`src/rtl/cpu_axi_master_pkg.sv`:
```
// ----------------------------------------------------------------------------
// cpu_axi_master_pkg
//
// Shared definitions for the CPU-to-AXI4 initiator:
//   - FSM state encoding (IDLE, AR, R, AW, W, B)
//   - AXI protocol constants (burst type, transfer size, OKAY response)
//   - AXI bus width constants used by the interface and the master
//   - a small helper that classifies an xRESP value as an error
// ----------------------------------------------------------------------------
package cpu_axi_master_pkg;

    // Bus widths of the system AXI fabric
    localparam int AXI_ID_BITS   = 4;   // master-side ID (ARID/AWID)
    localparam int AXI_IDS_BITS  = 8;   // slave-side ID (RID/BID), carries the crossbar prefix
    localparam int AXI_ADDR_BITS = 32;
    localparam int AXI_LEN_BITS  = 4;
    localparam int AXI_DATA_BITS = 32;
    localparam int AXI_STRB_BITS = AXI_DATA_BITS / 8;

    // Fixed AXI field values
    localparam logic [1:0] BURST_INCR = 2'b01;
    localparam logic [2:0] SIZE_WORD  = 3'b010;  // 4 bytes per beat
    localparam logic [1:0] RESP_OKAY  = 2'b00;

    // Transaction FSM
    typedef enum logic [2:0] {
        ST_IDLE = 3'd0,
        ST_AR   = 3'd1,
        ST_R    = 3'd2,
        ST_AW   = 3'd3,
        ST_W    = 3'd4,
        ST_B    = 3'd5
    } state_t;

    // Anything other than OKAY (EXOKAY is never requested, SLVERR/DECERR)
    // is reported to the core as an error.
    function automatic logic resp_is_err(input logic [1:0] resp);
        return resp != RESP_OKAY;
    endfunction

endpackage

```
`src/rtl/cpu_axi_master_if.sv`:
```
// ----------------------------------------------------------------------------
// cpu_axi_master_if
//
// The five AXI4 channels between one initiator and the crossbar.
//   master modport : drives AW*, W*, AR*, BREADY, RREADY
//   slave  modport : drives AWREADY, WREADY, B*, ARREADY, R*
// Signal names follow the AXI specification so they line up with the
// existing slave wrappers (WDT, SRAM, DMA).
// ----------------------------------------------------------------------------
interface cpu_axi_master_if;
    import cpu_axi_master_pkg::*;

    // Write address channel
    logic [AXI_ID_BITS-1:0]   AWID;
    logic [AXI_ADDR_BITS-1:0] AWADDR;
    logic [AXI_LEN_BITS-1:0]  AWLEN;
    logic [2:0]               AWSIZE;
    logic [1:0]               AWBURST;
    logic                     AWVALID;
    logic                     AWREADY;

    // Write data channel
    logic [AXI_DATA_BITS-1:0] WDATA;
    logic [AXI_STRB_BITS-1:0] WSTRB;
    logic                     WLAST;
    logic                     WVALID;
    logic                     WREADY;

    // Write response channel
    logic [AXI_IDS_BITS-1:0]  BID;
    logic [1:0]               BRESP;
    logic                     BVALID;
    logic                     BREADY;

    // Read address channel
    logic [AXI_ID_BITS-1:0]   ARID;
    logic [AXI_ADDR_BITS-1:0] ARADDR;
    logic [AXI_LEN_BITS-1:0]  ARLEN;
    logic [2:0]               ARSIZE;
    logic [1:0]               ARBURST;
    logic                     ARVALID;
    logic                     ARREADY;

    // Read data channel
    logic [AXI_IDS_BITS-1:0]  RID;
    logic [AXI_DATA_BITS-1:0] RDATA;
    logic [1:0]               RRESP;
    logic                     RLAST;
    logic                     RVALID;
    logic                     RREADY;

    modport master (
        output AWID, AWADDR, AWLEN, AWSIZE, AWBURST, AWVALID,
        input  AWREADY,
        output WDATA, WSTRB, WLAST, WVALID,
        input  WREADY,
        input  BID, BRESP, BVALID,
        output BREADY,
        output ARID, ARADDR, ARLEN, ARSIZE, ARBURST, ARVALID,
        input  ARREADY,
        input  RID, RDATA, RRESP, RLAST, RVALID,
        output RREADY
    );

    modport slave (
        input  AWID, AWADDR, AWLEN, AWSIZE, AWBURST, AWVALID,
        output AWREADY,
        input  WDATA, WSTRB, WLAST, WVALID,
        output WREADY,
        output BID, BRESP, BVALID,
        input  BREADY,
        input  ARID, ARADDR, ARLEN, ARSIZE, ARBURST, ARVALID,
        output ARREADY,
        output RID, RDATA, RRESP, RLAST, RVALID,
        input  RREADY
    );

endinterface

```
`src/rtl/cpu_axi_master.sv`:
```
// ----------------------------------------------------------------------------
// cpu_axi_master
//
// AXI4 initiator for a single core port (IM or DM). Converts a simple
// request/done memory interface into AXI4 INCR read bursts and single-beat
// writes. One transaction is in flight at a time; reads and writes never
// overlap.
//
// Parameters
//   MASTER_ID   constant driven on ARID/AWID
//
// Ports
//   ACLK, ARESETn       clock, asynchronous active-low reset
//   core_req            request strobe, sampled only while idle
//   core_we             1 = write, 0 = read
//   core_addr           word-aligned byte address
//   core_wdata/wstrb    write data and byte strobes
//   core_len            read burst length minus one (ignored for writes)
//   core_busy           a transaction is in progress
//   core_rdata/rvalid   read beat accepted this cycle and its data
//   core_done           one-cycle pulse on the last handshake
//   core_err            qualifies core_done: bad response or beat-count
//                       mismatch
//   axi                 master side of the five AXI channels
// ----------------------------------------------------------------------------
module cpu_axi_master
    import cpu_axi_master_pkg::*;
#(
    parameter logic [AXI_ID_BITS-1:0] MASTER_ID = 4'd0
) (
    input  logic                     ACLK,
    input  logic                     ARESETn,

    input  logic                     core_req,
    input  logic                     core_we,
    input  logic [AXI_ADDR_BITS-1:0] core_addr,
    input  logic [AXI_DATA_BITS-1:0] core_wdata,
    input  logic [AXI_STRB_BITS-1:0] core_wstrb,
    input  logic [AXI_LEN_BITS-1:0]  core_len,
    output logic                     core_busy,
    output logic [AXI_DATA_BITS-1:0] core_rdata,
    output logic                     core_rvalid,
    output logic                     core_done,
    output logic                     core_err,

    cpu_axi_master_if.master         axi
);

    state_t                   state;

    // Request latch: holds the core's request for the whole transaction so
    // the AXI payload stays stable while VALID waits for READY.
    logic [AXI_ADDR_BITS-1:0] addr_q;
    logic [AXI_DATA_BITS-1:0] wdata_q;
    logic [AXI_STRB_BITS-1:0] wstrb_q;
    logic [AXI_LEN_BITS-1:0]  len_q;

    // Read bookkeeping
    logic [AXI_LEN_BITS-1:0]  beat_cnt;
    logic                     rresp_err_q;   // sticky over the burst

    // Registered channel controls
    logic                     arvalid_q;
    logic                     rready_q;
    logic                     awvalid_q;
    logic                     wvalid_q;
    logic                     wlast_q;
    logic                     bready_q;

    logic                     r_hs;
    logic                     b_hs;
    logic                     r_final_err;

    // ------------------------------------------------------------------
    // Transaction FSM. Every VALID/READY is a register that is set on the
    // transition into its state and cleared on the handshake that leaves
    // it, so nothing on the AXI side depends combinationally on a READY.
    // ------------------------------------------------------------------
    always_ff @(posedge ACLK or negedge ARESETn) begin
        if (!ARESETn) begin
            state       <= ST_IDLE;
            addr_q      <= '0;
            wdata_q     <= '0;
            wstrb_q     <= '0;
            len_q       <= '0;
            beat_cnt    <= '0;
            rresp_err_q <= 1'b0;
            arvalid_q   <= 1'b0;
            rready_q    <= 1'b0;
            awvalid_q   <= 1'b0;
            wvalid_q    <= 1'b0;
            wlast_q     <= 1'b0;
            bready_q    <= 1'b0;
        end else begin
            case (state)
                ST_IDLE: begin
                    if (core_req) begin
                        addr_q      <= core_addr;
                        wdata_q     <= core_wdata;
                        wstrb_q     <= core_wstrb;
                        len_q       <= core_len;
                        beat_cnt    <= '0;
                        rresp_err_q <= 1'b0;
                        if (core_we) begin
                            state     <= ST_AW;
                            awvalid_q <= 1'b1;
                        end else begin
                            state     <= ST_AR;
                            arvalid_q <= 1'b1;
                        end
                    end
                end

                ST_AR: begin
                    if (axi.ARREADY) begin
                        arvalid_q <= 1'b0;
                        rready_q  <= 1'b1;
                        state     <= ST_R;
                    end
                end

                ST_R: begin
                    if (axi.RVALID) begin
                        beat_cnt <= beat_cnt + 1'b1;
                        if (resp_is_err(axi.RRESP)) begin
                            rresp_err_q <= 1'b1;
                        end
                        // The slave's RLAST terminates the burst; the beat
                        // counter only feeds the error check.
                        if (axi.RLAST) begin
                            rready_q <= 1'b0;
                            state    <= ST_IDLE;
                        end
                    end
                end

                ST_AW: begin
                    // W is only offered after AW is accepted: the slaves
                    // latch the address before they will take data.
                    if (axi.AWREADY) begin
                        awvalid_q <= 1'b0;
                        wvalid_q  <= 1'b1;
                        wlast_q   <= 1'b1;
                        state     <= ST_W;
                    end
                end

                ST_W: begin
                    if (axi.WREADY) begin
                        wvalid_q <= 1'b0;
                        wlast_q  <= 1'b0;
                        bready_q <= 1'b1;
                        state    <= ST_B;
                    end
                end

                ST_B: begin
                    if (axi.BVALID) begin
                        bready_q <= 1'b0;
                        state    <= ST_IDLE;
                    end
                end

                default: begin
                    state     <= ST_IDLE;
                    arvalid_q <= 1'b0;
                    rready_q  <= 1'b0;
                    awvalid_q <= 1'b0;
                    wvalid_q  <= 1'b0;
                    wlast_q   <= 1'b0;
                    bready_q  <= 1'b0;
                end
            endcase
        end
    end

    // ------------------------------------------------------------------
    // AXI channel outputs: Moore, straight from the registers above
    // ------------------------------------------------------------------
    assign axi.AWID    = MASTER_ID;
    assign axi.AWADDR  = addr_q;
    assign axi.AWLEN   = '0;            // writes are always single-beat
    assign axi.AWSIZE  = SIZE_WORD;
    assign axi.AWBURST = BURST_INCR;
    assign axi.AWVALID = awvalid_q;

    assign axi.WDATA   = wdata_q;
    assign axi.WSTRB   = wstrb_q;
    assign axi.WLAST   = wlast_q;
    assign axi.WVALID  = wvalid_q;

    assign axi.BREADY  = bready_q;

    assign axi.ARID    = MASTER_ID;
    assign axi.ARADDR  = addr_q;
    assign axi.ARLEN   = len_q;
    assign axi.ARSIZE  = SIZE_WORD;
    assign axi.ARBURST = BURST_INCR;
    assign axi.ARVALID = arvalid_q;

    assign axi.RREADY  = rready_q;

    // ------------------------------------------------------------------
    // Core-side status. rvalid/rdata/done/err follow the current-cycle
    // handshake so the core sees each beat in the cycle it is accepted.
    // ------------------------------------------------------------------
    assign r_hs = (state == ST_R) && axi.RVALID;
    assign b_hs = (state == ST_B) && axi.BVALID;

    // Final-beat error: an earlier bad RRESP, a bad RRESP on this beat, or
    // RLAST showing up on a beat other than the one the request asked for.
    assign r_final_err = rresp_err_q
                       || resp_is_err(axi.RRESP)
                       || (beat_cnt != len_q);

    assign core_busy   = (state != ST_IDLE);
    assign core_rvalid = r_hs;
    assign core_rdata  = (state == ST_R) ? axi.RDATA : '0;
    assign core_done   = (r_hs && axi.RLAST) || b_hs;
    assign core_err    = (r_hs && axi.RLAST && r_final_err)
                       || (b_hs && resp_is_err(axi.BRESP));

    // Response IDs are routed by the crossbar and carry nothing this
    // master needs with one transaction outstanding.
    logic unused_ids;
    assign unused_ids = ^{axi.BID, axi.RID};

endmodule

```
`src/flat_wrapper.sv`:
```
// flat-port wrapper written by rule: the top's interface ports become plain ports
module cpu_axi_master_flat import cpu_axi_master_pkg::*;
#(
    parameter logic [AXI_ID_BITS-1:0] MASTER_ID = 4'd0
)
  (ACLK, ARESETn, core_req, core_we, core_addr, core_wdata, core_wstrb, core_len, core_busy, core_rdata, core_rvalid, core_done, core_err, axi_AWID, axi_AWADDR, axi_AWLEN, axi_AWSIZE, axi_AWBURST, axi_AWVALID, axi_AWREADY, axi_WDATA, axi_WSTRB, axi_WLAST, axi_WVALID, axi_WREADY, axi_BID, axi_BRESP, axi_BVALID, axi_BREADY, axi_ARID, axi_ARADDR, axi_ARLEN, axi_ARSIZE, axi_ARBURST, axi_ARVALID, axi_ARREADY, axi_RID, axi_RDATA, axi_RRESP, axi_RLAST, axi_RVALID, axi_RREADY);
  cpu_axi_master_if axi_i ();
  input  logic ACLK;
  input  logic ARESETn;
  input  logic core_req;
  input  logic core_we;
  input  logic [AXI_ADDR_BITS-1:0] core_addr;
  input  logic [AXI_DATA_BITS-1:0] core_wdata;
  input  logic [AXI_STRB_BITS-1:0] core_wstrb;
  input  logic [AXI_LEN_BITS-1:0] core_len;
  output logic core_busy;
  output logic [AXI_DATA_BITS-1:0] core_rdata;
  output logic core_rvalid;
  output logic core_done;
  output logic core_err;
  output wire logic [$bits(axi_i.AWID)-1:0] axi_AWID;
  output wire logic [$bits(axi_i.AWADDR)-1:0] axi_AWADDR;
  output wire logic [$bits(axi_i.AWLEN)-1:0] axi_AWLEN;
  output wire logic [$bits(axi_i.AWSIZE)-1:0] axi_AWSIZE;
  output wire logic [$bits(axi_i.AWBURST)-1:0] axi_AWBURST;
  output wire logic [$bits(axi_i.AWVALID)-1:0] axi_AWVALID;
  input wire logic [$bits(axi_i.AWREADY)-1:0] axi_AWREADY;
  output wire logic [$bits(axi_i.WDATA)-1:0] axi_WDATA;
  output wire logic [$bits(axi_i.WSTRB)-1:0] axi_WSTRB;
  output wire logic [$bits(axi_i.WLAST)-1:0] axi_WLAST;
  output wire logic [$bits(axi_i.WVALID)-1:0] axi_WVALID;
  input wire logic [$bits(axi_i.WREADY)-1:0] axi_WREADY;
  input wire logic [$bits(axi_i.BID)-1:0] axi_BID;
  input wire logic [$bits(axi_i.BRESP)-1:0] axi_BRESP;
  input wire logic [$bits(axi_i.BVALID)-1:0] axi_BVALID;
  output wire logic [$bits(axi_i.BREADY)-1:0] axi_BREADY;
  output wire logic [$bits(axi_i.ARID)-1:0] axi_ARID;
  output wire logic [$bits(axi_i.ARADDR)-1:0] axi_ARADDR;
  output wire logic [$bits(axi_i.ARLEN)-1:0] axi_ARLEN;
  output wire logic [$bits(axi_i.ARSIZE)-1:0] axi_ARSIZE;
  output wire logic [$bits(axi_i.ARBURST)-1:0] axi_ARBURST;
  output wire logic [$bits(axi_i.ARVALID)-1:0] axi_ARVALID;
  input wire logic [$bits(axi_i.ARREADY)-1:0] axi_ARREADY;
  input wire logic [$bits(axi_i.RID)-1:0] axi_RID;
  input wire logic [$bits(axi_i.RDATA)-1:0] axi_RDATA;
  input wire logic [$bits(axi_i.RRESP)-1:0] axi_RRESP;
  input wire logic [$bits(axi_i.RLAST)-1:0] axi_RLAST;
  input wire logic [$bits(axi_i.RVALID)-1:0] axi_RVALID;
  output wire logic [$bits(axi_i.RREADY)-1:0] axi_RREADY;
  assign axi_AWID = axi_i.AWID;
  assign axi_AWADDR = axi_i.AWADDR;
  assign axi_AWLEN = axi_i.AWLEN;
  assign axi_AWSIZE = axi_i.AWSIZE;
  assign axi_AWBURST = axi_i.AWBURST;
  assign axi_AWVALID = axi_i.AWVALID;
  assign axi_i.AWREADY = axi_AWREADY;
  assign axi_WDATA = axi_i.WDATA;
  assign axi_WSTRB = axi_i.WSTRB;
  assign axi_WLAST = axi_i.WLAST;
  assign axi_WVALID = axi_i.WVALID;
  assign axi_i.WREADY = axi_WREADY;
  assign axi_i.BID = axi_BID;
  assign axi_i.BRESP = axi_BRESP;
  assign axi_i.BVALID = axi_BVALID;
  assign axi_BREADY = axi_i.BREADY;
  assign axi_ARID = axi_i.ARID;
  assign axi_ARADDR = axi_i.ARADDR;
  assign axi_ARLEN = axi_i.ARLEN;
  assign axi_ARSIZE = axi_i.ARSIZE;
  assign axi_ARBURST = axi_i.ARBURST;
  assign axi_ARVALID = axi_i.ARVALID;
  assign axi_i.ARREADY = axi_ARREADY;
  assign axi_i.RID = axi_RID;
  assign axi_i.RDATA = axi_RDATA;
  assign axi_i.RRESP = axi_RRESP;
  assign axi_i.RLAST = axi_RLAST;
  assign axi_i.RVALID = axi_RVALID;
  assign axi_RREADY = axi_i.RREADY;
  cpu_axi_master #(.MASTER_ID(MASTER_ID)) u_core (.ACLK(ACLK), .ARESETn(ARESETn), .core_req(core_req), .core_we(core_we), .core_addr(core_addr), .core_wdata(core_wdata), .core_wstrb(core_wstrb), .core_len(core_len), .core_busy(core_busy), .core_rdata(core_rdata), .core_rvalid(core_rvalid), .core_done(core_done), .core_err(core_err), .axi(axi_i));
endmodule
```
`config.mk`:
```
export PLATFORM = sky130hd
export DESIGN_NAME = cpu_axi_master_flat
export DESIGN_NICKNAME = d
export VERILOG_FILES = /design/src/rtl/cpu_axi_master_pkg.sv /design/src/rtl/cpu_axi_master_if.sv /design/src/rtl/cpu_axi_master.sv /design/src/flat_wrapper.sv
export SDC_FILE = /design/constraint.sdc
export NUM_CORES = 1
export LEC_CHECK = 0
export CAP_MARGIN = 10
export CORE_ASPECT_RATIO = 0.5
export CORE_MARGIN = 8
export CORE_UTILIZATION = 35
export CTS_CLUSTER_SIZE = 30
export DETAILED_ROUTE_END_ITERATION = 16
export GPL_TIMING_DRIVEN = 0
export MAX_ROUTING_LAYER = met4
export PLACE_DENSITY_LB_ADDON = 0.15
export SKIP_LAST_GASP = 1
export SYNTH_ARGS = -nofsm -noshare
export SYNTH_HDL_FRONTEND = slang
export SYNTH_SLANG_ARGS = --single-unit
```
`constraint.sdc`:
```
create_clock -name ACLK -period 1.8 [get_ports ACLK]
set_input_delay 0.27 -clock ACLK [delete_from_list [all_inputs] [get_ports ACLK]]
set_output_delay 0.27 -clock ACLK [all_outputs]
set_load 0.01 [all_outputs]
```
==> out/results.ini <==
[run]
cap_violations = 0

[critical_path]
worstPathRequired_ps = 1530
worstSetupPathType = register to primary output
setup.worst_path.start_class = register
crit_arrival_ps = 1780
path_max_fanout = 4
cp-end-kind = primary output

[die]
initial_utilization_pct = 35.3
die_w_um = 169
die_area_sq_um = 15700
rows = 28
num_io_pins = 302
core_sq_um = 11600
die_h_um = 92.6

[logic_synthesis]
synth.avg_cell_area_sq_um = 12.1
synthFlopType = dfrtp_1
synth_area_leaders = dfrtp_1 (52%), mux2_2 (20%), buf_4 (11%)
syn_area_sq_um = 4110
synth_top_area_share_pct = 51.8
synth_edf_count = 0
async_reset_ff_share_pct = 100
yosys_register_bits = 85
yosysSeqAreaShare_pct = 51.8
synth_cells = 339
yosysUniqueCellTypes = 34
post-synth-top-area-cell = dfrtp_1
yosysWarnings = 0

[placement]
gp_congestion = 0.788
port_buffers = 263
hpwlAfterDp_mm = 10.6
pre_cts_slack_ps = -625
place_area_sq_um = 7050

[sta]
period_minus_slack_ps = 2050
maxSlewViolCount = 0
finalHoldViolCount = 0
setup_viol = 30
grt_setup_unrepaired = true
clock-skew-final_ps = 6.02
whs_ps = 432
finalSetupTns_ps = -3580
finalCritPeriodShare_pct = 114
setup_slack_ps = -253
fmax_mhz = 487

[detailed_routing]
firstDrtPassIters = 4
first_iter_violations = 178
wirelength_mm = 13.6
postRouteAntennaNets = 0
vias_per_cell = 4.34
wl_per_cell_um = 16.4
drc = 0
via_count = 3605

[clock_network]
clk_latency_ps = 330
root_buffer = clkbuf_16
path_clk_slew_ps = 60
cts_tree = built
clk_path_buf_depth = 2
htreeDepth = 3
cts.sinks = 85
cts_made_buffers = 9

[grt]
overflow = 0
grt_pass1_vias = 3808
grt_max_degree = 57
antenna_found_initial = 0
grt_pass1_wl_mm = 20.5
grt_usage_pct = 17.1

[final_layout]
area_growth_pct = 90.2
fin_area_sq_um = 7820
drive_gt1_share_pct = 39.8
antenna_cells = 0
nNetsFinal = 797

[status]
status = finished with violations
violations = setup timing

[pwr]
power_density_nw_per_um2 = 1740
seq_power_share_pct = 26.0
combPwrFrac_pct = 60.3
vdd_drop_max_v = 0.000792
internal_power_w = 0.00929
power.switching_w = 0.00431
swShare_pct = 31.7
clkPwrFrac_pct = 13.7
p_leak_nw = 3.47

[worst_hold_path]
hp-class = input pin to asynchronous set/reset pin

[final cells by class]
type                            count  area [sq um]
Tap cell                          165           206
Buffer                             67           517
Fill cell                         930          3810
Multi-Input combinational cell    198          1650
Timing Repair Buffer              295          2990
Sequential cell                    85          2130
Clock inverter                      1          30.0
Clock buffer                       13           270
Inverter                            6          26.3
[kinds of logic after synthesis]
family | Yosys count | share of synthesized area (%)
AOI/OAI and AO/OA | 25 | 3.56
xor gates and xnor gates | 5 | 1.07
adders and majority gates | 1 | 0.304
buffers and inverters | 76 | 12.7
DFF | 85 | 51.8
muxes | 74 | 20.3
other | 2 | 0.183
and+or+nand+nor | 71 | 10.1
[timing repair]
item	in CTS	in global routing
hold endpoints to repair	29	0
pin swaps	13	24
cloned	2	1
setup endpoints to repair	72	72
setup buffers	23	7
resized for setup	185	70
hold buffers	1	0
[registers in the layout (all words and copies together) (netlist names)]
signal	cells
u_core.axi.WSTRB	4
u_core.state	3
u_core.beat_cnt	4
u_core.axi.AWVALID	1
u_core.rresp_err_q	1
u_core.axi.ARVALID	1
u_core.axi.ARADDR	32
u_core.axi.WLAST	1
u_core.axi.ARLEN	4
u_core.axi.WDATA	32
u_core.axi.RREADY	1
u_core.axi.BREADY	1
[routing by layer]
layer	GRT usage (%)	vias up	wire [um]
li1	-	1719	-
met1	17.5	1707	5020
met2	31.5	171	7280
met3	5.56	8	1220
met4	3.95	0	121
met5	-	-	0
[critical path, cell delays in order, from the launching register on]
cell        delay [ps]
dfrtp_1            360
buf_6              130
buf_4              120
clkinvlp_4          80
or4_4              500
o32ai_2            100
buf_2              170
[path summary, 6_finish.rpt]
kind	start	depth (start not counted)	slack (ps)	to
max reg2reg	u_core.state[0]	5	20	u_core.axi.ARADDR[30]
max	u_core.state[2]	6	-250	core_err
max in group asynchronous	ARESETn	3	740	u_core.axi.WDATA[15]
min in group ACLK	u_core.axi.WDATA[7]	1	500	u_core.axi.WDATA[7]
min	ARESETn	2	430	u_core.axi.WDATA[28]
min reg2reg	u_core.axi.WDATA[7]	1	500	u_core.axi.WDATA[7]
[cell usage in the layout (no fill, tap or decap), drive strengths merged, types with 3 or more instances in the layout]
master / count
clkdlybuf4s50: 226
buf: 131
dfrtp: 85
mux2: 74
and2: 32
conb: 22
clkbuf: 17
nand2: 10
nor2: 9
o21ai: 9
a21oi: 8
nand3: 6
xor2: 5
inv: 5
nand2b: 3
[Yosys cell counts, types with 2 or more instances]
library cell / count
inv_1: 5
dfrtp_1: 85
nand3b_1: 2
a31oi_1: 2
buf_2: 4
a21oi_1: 8
xor2_1: 5
clkbuf_1: 4
buf_4: 62
nand3_1: 6
nand2_1: 9
mux2_2: 74
and2_1: 32
o21ai_0: 9
nand2b_1: 3
or4_1: 2
conb_1: 2
nor2_1: 9
[power groups by stage]
stage	clock network (W)	registers, W	logic [W]
6_report	0.00186	0.00353	0.00821
3_5_place_dp	0	0.00358	0.00724
4_1_cts	0.00193	0.00354	0.00782
5_1_grt	0.00202	0.00369	0.00870
3_3_place_gp	0	0.00353	0.00716
2_1_floorplan	0	0.00389	0.00299
[per-stage QoR]
| step | utilization (%) | power [W] | instances |
|---|---|---|---|
| floorplan | - | 0.00688 | 359 |
| global placement | 60.4 | 0.0107 | 787 |
| detailed placement | 60.6 | 0.0108 | 788 |
| CTS | 65.0 | 0.0133 | 827 |
| global route | 67.2 | 0.0144 | 830 |
| finish | 67.2 | 0.0136 | 830 |
Power figures use the tool's default switching activity.
